**config.mk**
```make
export PLATFORM = sky130hd
export DESIGN_NAME = nmcu_link_adapter
export DESIGN_NICKNAME = d
export VERILOG_FILES = /design/src/rtl/instr_pkg.sv /design/src/rtl/nmcu_sync_fifo.sv /design/src/rtl/nmcu_link_adapter.sv
export SDC_FILE = /design/constraint.sdc
export NUM_CORES = 1
export LEC_CHECK = 0
export BUFFER_PORTS_ARGS = -buffer_cell sky130_fd_sc_hd__buf_2
export CORE_AREA = 3 3 148 150
export CTS_CLUSTER_SIZE = 12
export DETAILED_ROUTE_END_ITERATION = 10
export DIE_AREA = 0 0 151 153
export GPL_TIMING_DRIVEN = 0
export PLACE_DENSITY = 0.83
export SLEW_MARGIN = 40
export SYNTH_ARGS = -nofsm -noshare
export SYNTH_HDL_FRONTEND = slang
export SYNTH_SLANG_ARGS = --single-unit
```
**constraint.sdc**
```tcl
create_clock -name clk -period 4.2 [get_ports clk]
set_input_delay 0.84 -clock clk [delete_from_list [all_inputs] [get_ports clk]]
set_output_delay 0.84 -clock clk [all_outputs]
set_load 0.05 [all_outputs]
```
**src/rtl/instr_pkg.sv**
```systemverilog
// Shared types for the NMCU instruction/response link and its adapter state.
package instr_pkg;

   // Instruction word travelling from the CPU to the NMCU decoder.
   typedef struct packed {
      logic [7:0]  opcode;
      logic [23:0] operand;
   } instruction_t;

   // Response word returned from an NMCU producer to the CPU.
   typedef struct packed {
      logic [7:0]  tag;
      logic [31:0] data;
   } nmcu_cpu_resp_t;

   // Link adapter state; encodings are visible on the link_state port.
   typedef enum logic [1:0] {
      LINK_DOWN  = 2'd0,
      LINK_UP    = 2'd1,
      LINK_DRAIN = 2'd2
   } link_state_e;

endpackage

```
**src/rtl/nmcu_sync_fifo.sv**
```systemverilog
// Show-ahead synchronous FIFO: the head entry is presented as soon as it has
// been written, and pop simply advances past it. No bypass when empty.
module nmcu_sync_fifo #(
   parameter type T     = logic [7:0],
   parameter int  DEPTH = 4
) (
   input  logic clk,
   input  logic rst,
   input  logic push,
   input  T     push_data,
   input  logic pop,
   output T     head_data,
   output logic head_valid,
   output logic full
);

   localparam int PTR_W = $clog2(DEPTH);
   localparam int CNT_W = $clog2(DEPTH + 1);

   T                 mem [DEPTH];
   logic [PTR_W-1:0] wr_ptr_reg;
   logic [PTR_W-1:0] rd_ptr_reg;
   logic [CNT_W-1:0] count_reg;
   logic             do_push;
   logic             do_pop;

   // A push into a full FIFO or a pop from an empty one is silently ignored.
   assign do_push    = push & ~full;
   assign do_pop     = pop & head_valid;
   assign full       = (count_reg == CNT_W'(DEPTH));
   assign head_valid = (count_reg != '0);
   assign head_data  = mem[rd_ptr_reg];

   // Storage write; contents need no reset because occupancy gates visibility.
   always_ff @(posedge clk) begin
      if (do_push) begin
         mem[wr_ptr_reg] <= push_data;
      end
   end

   // Pointers wrap naturally at DEPTH (power of two); occupancy tracks fill.
   always_ff @(posedge clk) begin
      if (rst) begin
         wr_ptr_reg <= '0;
         rd_ptr_reg <= '0;
         count_reg  <= '0;
      end else begin
         if (do_push) begin
            wr_ptr_reg <= wr_ptr_reg + PTR_W'(1);
         end
         if (do_pop) begin
            rd_ptr_reg <= rd_ptr_reg + PTR_W'(1);
         end
         case ({do_push, do_pop})
            2'b10:   count_reg <= count_reg + CNT_W'(1);
            2'b01:   count_reg <= count_reg - CNT_W'(1);
            default: count_reg <= count_reg;
         endcase
      end
   end

endmodule

```
**src/rtl/nmcu_link_adapter.sv**
```systemverilog
// Link adapter between the CPU instruction/response channels and the NMCU core:
// buffered instruction ingress, round-robin response egress, an in-flight
// instruction limit and a DOWN/UP/DRAIN link state machine.
module nmcu_link_adapter
   import instr_pkg::*;
#(
   parameter int INSTR_DEPTH     = 4,
   parameter int RESP_DEPTH      = 4,
   parameter int NUM_SRC         = 2,
   parameter int MAX_OUTSTANDING = 8
) (
   input  logic                                   clk,
   input  logic                                   rst,
   input  logic                                   link_en,
   input  logic                                   cpu_instr_valid,
   output logic                                   cpu_instr_ready,
   input  instruction_t                           cpu_instruction,
   output logic                                   core_instr_valid,
   input  logic                                   core_instr_ready,
   output instruction_t                           core_instruction,
   input  logic [NUM_SRC-1:0]                     src_resp_valid,
   output logic [NUM_SRC-1:0]                     src_resp_ready,
   input  nmcu_cpu_resp_t [NUM_SRC-1:0]           src_response,
   output logic                                   nmcu_resp_valid,
   input  logic                                   nmcu_resp_ready,
   output nmcu_cpu_resp_t                         nmcu_response,
   output link_state_e                            link_state,
   output logic [$clog2(MAX_OUTSTANDING+1)-1:0]   outstanding,
   output logic                                   err_spurious_resp
);

   localparam int OUT_W = $clog2(MAX_OUTSTANDING + 1);
   localparam int SRC_W = (NUM_SRC > 1) ? $clog2(NUM_SRC) : 1;

   link_state_e      state_reg;
   logic [OUT_W-1:0] outstanding_reg;
   logic             err_reg;
   logic [SRC_W-1:0] rr_ptr_reg;

   logic             instr_full;
   logic             resp_full;
   logic             accept;
   logic             deliver;
   logic             grant_any;
   logic [SRC_W-1:0] grant_idx;

   // Ingress is gated only by link state, buffer space and the in-flight cap.
   assign cpu_instr_ready = (state_reg == LINK_UP) && !instr_full &&
                            (outstanding_reg < OUT_W'(MAX_OUTSTANDING));
   assign accept  = cpu_instr_valid & cpu_instr_ready;
   assign deliver = nmcu_resp_valid & nmcu_resp_ready;

   assign link_state        = state_reg;
   assign outstanding       = outstanding_reg;
   assign err_spurious_resp = err_reg;

   nmcu_sync_fifo #(.T(instruction_t), .DEPTH(INSTR_DEPTH)) u_instr_fifo (
      .clk        (clk),
      .rst        (rst),
      .push       (accept),
      .push_data  (cpu_instruction),
      .pop        (core_instr_ready),
      .head_data  (core_instruction),
      .head_valid (core_instr_valid),
      .full       (instr_full)
   );

   nmcu_sync_fifo #(.T(nmcu_cpu_resp_t), .DEPTH(RESP_DEPTH)) u_resp_fifo (
      .clk        (clk),
      .rst        (rst),
      .push       (grant_any),
      .push_data  (src_response[grant_idx]),
      .pop        (nmcu_resp_ready),
      .head_data  (nmcu_response),
      .head_valid (nmcu_resp_valid),
      .full       (resp_full)
   );

   // Round-robin search starting at rr_ptr; no grant while the response FIFO is full.
   always_comb begin
      logic [SRC_W-1:0] cand;
      grant_any = 1'b0;
      grant_idx = '0;
      cand      = '0;
      for (int i = 0; i < NUM_SRC; i++) begin
         cand = SRC_W'((int'(rr_ptr_reg) + i) % NUM_SRC);
         if (!grant_any && !resp_full && src_resp_valid[cand]) begin
            grant_any = 1'b1;
            grant_idx = cand;
         end
      end
   end

   // One-hot ready back to the granted producer.
   for (genvar gi = 0; gi < NUM_SRC; gi++) begin : g_src_ready
      assign src_resp_ready[gi] = grant_any && (grant_idx == SRC_W'(gi));
   end

   // Priority pointer moves just past the most recent winner.
   always_ff @(posedge clk) begin
      if (rst) begin
         rr_ptr_reg <= '0;
      end else if (grant_any) begin
         rr_ptr_reg <= (grant_idx == SRC_W'(NUM_SRC - 1)) ? '0 : grant_idx + SRC_W'(1);
      end
   end

   // In-flight count; a response with nothing in flight is flagged, count held at 0.
   always_ff @(posedge clk) begin
      if (rst) begin
         outstanding_reg <= '0;
         err_reg         <= 1'b0;
      end else begin
         if (deliver && (outstanding_reg == '0)) begin
            err_reg <= 1'b1;
         end
         if (accept && !deliver) begin
            outstanding_reg <= outstanding_reg + OUT_W'(1);
         end else if (deliver && !accept && (outstanding_reg != '0)) begin
            outstanding_reg <= outstanding_reg - OUT_W'(1);
         end
      end
   end

   // Link FSM: DRAIN ignores link_en and waits for everything in flight to finish.
   always_ff @(posedge clk) begin
      if (rst) begin
         state_reg <= LINK_DOWN;
      end else begin
         case (state_reg)
            LINK_DOWN: if (link_en) state_reg <= LINK_UP;
            LINK_UP:   if (!link_en) state_reg <= LINK_DRAIN;
            LINK_DRAIN: begin
               if ((outstanding_reg == '0) && !core_instr_valid && !nmcu_resp_valid) begin
                  state_reg <= LINK_DOWN;
               end
            end
            default:   state_reg <= LINK_DOWN;
         endcase
      end
   end

endmodule

```
# Yosys cells after proc, flatten, opt, wreduce, memory -nomap -nowiden
# Memory sizes are Yosys's and may differ from the RTL's. A register that Yosys moved wholly into a read port is not among the register bits.
# Index checks and enable logic that the tools add are counted.
[op_classes]
addsub = 12
n_lt_le_gt_ge = 4
eq_ne = 11
n_mux = 27
n_bitwise = 8
reduce_logical = 29
[op_table]
columns = ["operator", "n"]
rows = [
  ["2-to-1 mux 40 bit", 2],
  ["2-to-1 mux 2 bit", 7],
  ["logical AND 1 bit", 13],
  ["2-to-1 mux 1 bit", 13],
  ["one-hot mux 3 bit (2 select lines)", 2],
  ["adder 2 x 1 -> 2 bit, second input constant", 4],
  ["2-to-1 mux 4 bit", 2],
  ["logical NOT 1 bit", 7],
  ["adder 3 x 1 -> 3 bit, second input constant", 2],
  ["equality test 2 x 1 -> 1 bit, second input constant", 3],
  ["equality test 2 bit, second input constant", 3],
  ["equality test 3 bit, second input constant", 2],
  ["< comparator 1 x 2 -> 1 bit, second input constant", 3],
  ["inequality test 2 bit, second input constant", 3],
  ["one-hot mux 2 bit (3 select lines)", 1],
  ["nonzero test 2 bit", 3],
  ["nonzero test 3 bit", 2],
  ["subtractor 3 x 1 -> 3 bit, second input constant", 2],
  ["AND 1 bit", 5],
  ["adder 4 x 1 -> 4 bit, second input constant", 1],
  ["logical NOT 4 bit", 1],
  ["< comparator 4 bit, second input constant", 1],
  ["nonzero test 4 bit", 1],
  ["subtractor 4 x 1 -> 4 bit, second input constant", 1],
  ["other kinds (4)", 7],
]
[word_totals]
ff_bits = 22
ramBits = 288
output_inout_bits = 84
word_cells = 103
n_memories = 2
[memory_table]
columns = ["name", "depth", "width", "rd", "rd_clocked_by_memory_dff", "write_ports", "line_no", "text"]
rows = [
  ["u_resp_fifo.mem", 4, 40, 1, 1, 1, "nmcu_sync_fifo.sv:20", "T mem [DEPTH];"],
  ["u_instr_fifo.mem", 4, 32, 1, 1, 1, "nmcu_sync_fifo.sv:20", ""],
]

# Longest topological paths before layout
[depth]
ltp_word = 11
mapped_depth = 9
mapped_depth_nobuf = 9

# Cells and area by module
# From an unflattened synthesis, not the netlist that was laid out.
[hier_totals]
cells_unflattened = 578
hier_area_um2 = 12376.9
[modules_own_cells]
columns = ["mod", "n_inst", "cells_each", "area_each_um2", "seq_area_each_um2"]
rows = [
  ["nmcu_sync_fifo at u_resp_fifo", 1, 261, 6292.3, 4984.8],
  ["nmcu_sync_fifo at u_instr_fifo", 1, 219, 5133.7, 4023.9],
  ["nmcu_link_adapter", 1, 98, 950.9, 160.2],
]

# Worst setup path after synthesis
# OpenSTA, ideal clock, no wires.
[synth_timing]
path_type = "reg-to-output"
start = "register state_reg[0], in the netlist link_state[0]"
end = "output cpu_instr_ready"
t_arrival_ns = 2.336
setup_slack_ns = 1.024
stages_incl_launch_ff = 2
path_cell_list = "dfxtp_1 > nor4b_1"
[synth_via]
elab_chain_len = 3
[synth_lines]
columns = ["element", "line_no", "text"]
rows = [
  ["start, declared", "nmcu_link_adapter.sv:35", "link_state_e state_reg;"],
  ["start signal, assigned", "nmcu_link_adapter.sv:128", "state_reg <= LINK_DOWN;"],
  ["start signal, assigned", "nmcu_link_adapter.sv:131", "LINK_DOWN: if (link_en) state_reg <= LINK_UP;"],
  ["start signal, assigned", "nmcu_link_adapter.sv:132", "LINK_UP: if (!link_en) state_reg <= LINK_DRAIN;"],
  ["equality test 2 x 1 -> 1 bit", "nmcu_link_adapter.sv:48", "assign cpu_instr_ready = (state_reg == LINK_UP) && !instr_full &&"],
  ["logical AND 1 bit (2 in series)", "nmcu_link_adapter.sv:48", ""],
  ["end, declared", "nmcu_link_adapter.sv:16", "output logic cpu_instr_ready,"],
]
# No other way between the ends.

==> metrics.csv <==
metric,value,unit
status,finished clean,
Post-Synth Simple-Gate Area,3.01,%
routed wl met2,12800,um
CTS Buffer Depth,3,
syn_area_per_cell,21.2,um^2
Lkg Pwr,5.18,nW
CTS sink cnt,314,
"Design Area, Final",0.0147,mm^2
Async SR Flop Fraction,0,%
CTS Buf Count,31,
worst slew pin tran,0.695,ns
RSZ-0062 raised after global routing,false,
setup bufs post-CTS,0,
"CP delay by family, top",buffers and inverters,
P per Cell Area,668,mW/mm^2
fin crit period,3.23,ns
max reg flops,160,
Slew HR,53.6,%
Overflow after GRT,0,
Crit. End Element,output pin,
CP max FO,10,
drt via density,5.68,
total negative setup slack,0,ns
Clock Skew,0.0114,ns
CP Launch Type,register,
Resized Gates After CTS,0,
CTS tree,done,
XOR/XNOR Fraction of Synth Area,0.784,%
DP HPWL,16100,um
VDD IR-drop max,0.467,mV
max-cap violations,0,
Area growth syn-to-layout,19.9,%
# setup viols final,0,
vias in the first global route,6953,
ys flop type,edfxtp_1,
clk slew on worst S/H paths,0.06,ns
top post-synthesis cells by area,"edfxtp_1 (70%), mux4_2 (13%), dfxtp_1 (4.2%)",
Clock Latency Late Sink,0.53,ns
num rows,53,
critical path arrival,2.39,ns
adder-cell share of the synthesized area,1.71,%
vias,6368,
proportion of layout cells with a drive suffix above 1,41.4,%
Top Ports,204,
post-synthesis compound-gate area fraction,1.31,%
die area,0.0231,mm^2
Mapped Area,0.0123,mm^2
Fmax,309,MHz
Final Hold Fails,0,
Die W,151,um
largest family of logic cells by synthesized area,multiplexers,
hold crit path type,register to register,
Initial Utilization,59.0,%
Unique masters post-synth,49,
hold buffers post-CTS,0,
Hold Slack,0.499,ns
top layer in use,met5,
routed length on met1,9500,um
Crit-path slowest cell,mux4_2,
Setup CP Type,register to output pin,
drc violations,0,
critical path required time,3.36,ns
total routed wirelength,24100,um
CP bufs+invs,3,
DR WL met3,1260,um
initial antenna violation count,4,
Post-Syn Nets,716,
detail-routed net length per standard cell,21.5,um
largest net degree at the start of global routing,35,
post-synth top area share,70.4,%
most frequent cell after synthesis,edfxtp_1,
die height,153,um
leading area contributor after synthesis,edfxtp_1,
Clock Tree Root,clkbuf_16,
ANT nets after route,0,
placed cell areas,0.0139,mm^2
register area share after synthesis,74.6,%
drt pass-1 iters,4,
DR iter-0 viols,332,
global-route wire length before repair,37700,um
H-tree levels,1,
Tot GR Track Use,21.1,%
core area,0.0208,mm^2
Post-synth EDFFs,288,
yosys warns,0,
Crit path top cell by count,buf_2,
Final nets,959,
CP max stage delay,0.58,ns
Synth Register Bits,314,
Port Buffers,202,
proportion of synthesized area in mux cells,17.0,%
cell count after synthesis,581,
GPL Wtd Cong,0.793,
fin crit share,77.0,%
Post-synth top cells,"edfxtp_1 (288), mux4_2 (72), mux2_1 (39)",
crit-path cells,clkbuf_1 > buf_2 > mux4_2 > buf_2,
Slew Limit Fails,0,
==> cell usage in the layout, fill, tap and decap left out, drive strengths merged, types with 2 or more instances in the layout <==
cell type    n
clkbuf      57
fa           3
xor2         5
nor2b        2
nand3        4
dfxtp       26
or3b         2
a311o        2
nor3b        3
buf        224
and2         5
or3          2
mux4        72
mux2        41
clkinv       5
a31oi        2
xnor2        6
o21ai        5
diode        2
and3         4
edfxtp     288
a21oi       10
inv         15
nor3         4
nand2       10
ha          12
nor2        21
==> worst min-delay path, cell delays in order (launching register included) <==
cell	delay [ns]
dfxtp_1	0.33
o21ai_1	0.07
nor2_1	0.07
==> cells by family after synthesis <==
group | after synthesis
and+or+nand+nor | 64
muxes | 114
xor gates and xnor gates | 11
AOI/OAI and AO/OA | 24
DFF | 314
adders and majority gates | 15
buffers and inverters | 39
==> power breakdown <==
part,total (mW),internal (mW),switching (mW)
clock,2.45,1.41,1.03
combinational,3.35,1.07,2.28
sequential,4.05,3.89,0.162
==> metal layers <==
layer	vias to the layer above	track usage (%)
li1	2857	-
met1	3261	28.0
met2	201	36.5
met3	45	3.65
met4	4	5.83
met5	-	0
==> final cells by class <==
class | count | area [um^2]
inverter | 15 | 56.3
tap | 275 | 344
clock buffer | 47 | 836
fill | 1313 | 6080
multi-input combinational | 228 | 2950
buffer | 24 | 136
clock inverter | 6 | 50.0
antenna | 2 | 5.00
sequential | 314 | 9170
timing repair buffer | 210 | 1200
==> metrics by stage <==
stage          instances  power [mW]  setup WS [ns]  utilization (%)
6_report            1121        9.85          0.968             70.8
5_1_grt             1121        10.3          0.818             70.8
4_1_cts             1119        9.95          0.929             70.8
3_5_place_dp        1066        7.49           1.24             66.5
3_3_place_gp        1058        7.35          0.919             65.5
2_1_floorplan        581        6.65           1.02                -
==> path summary, 6_finish.rpt <==
check                                        start                                    end  slack [ns]  depth (start not counted)
max                                       register                   core_instruction[24]        0.97                          4
min                        rr_ptr_reg$_SDFFE_PP0P_                rr_ptr_reg$_SDFFE_PP0P_        0.50                          2
max reg2reg  u_resp_fifo.count_reg[2]$_SDFFE_PP0P_  u_resp_fifo.count_reg[2]$_SDFFE_PP0P_        1.47                          9
min reg2reg                rr_ptr_reg$_SDFFE_PP0P_                rr_ptr_reg$_SDFFE_PP0P_        0.50                          2
(Power assumes the default switching activity.)
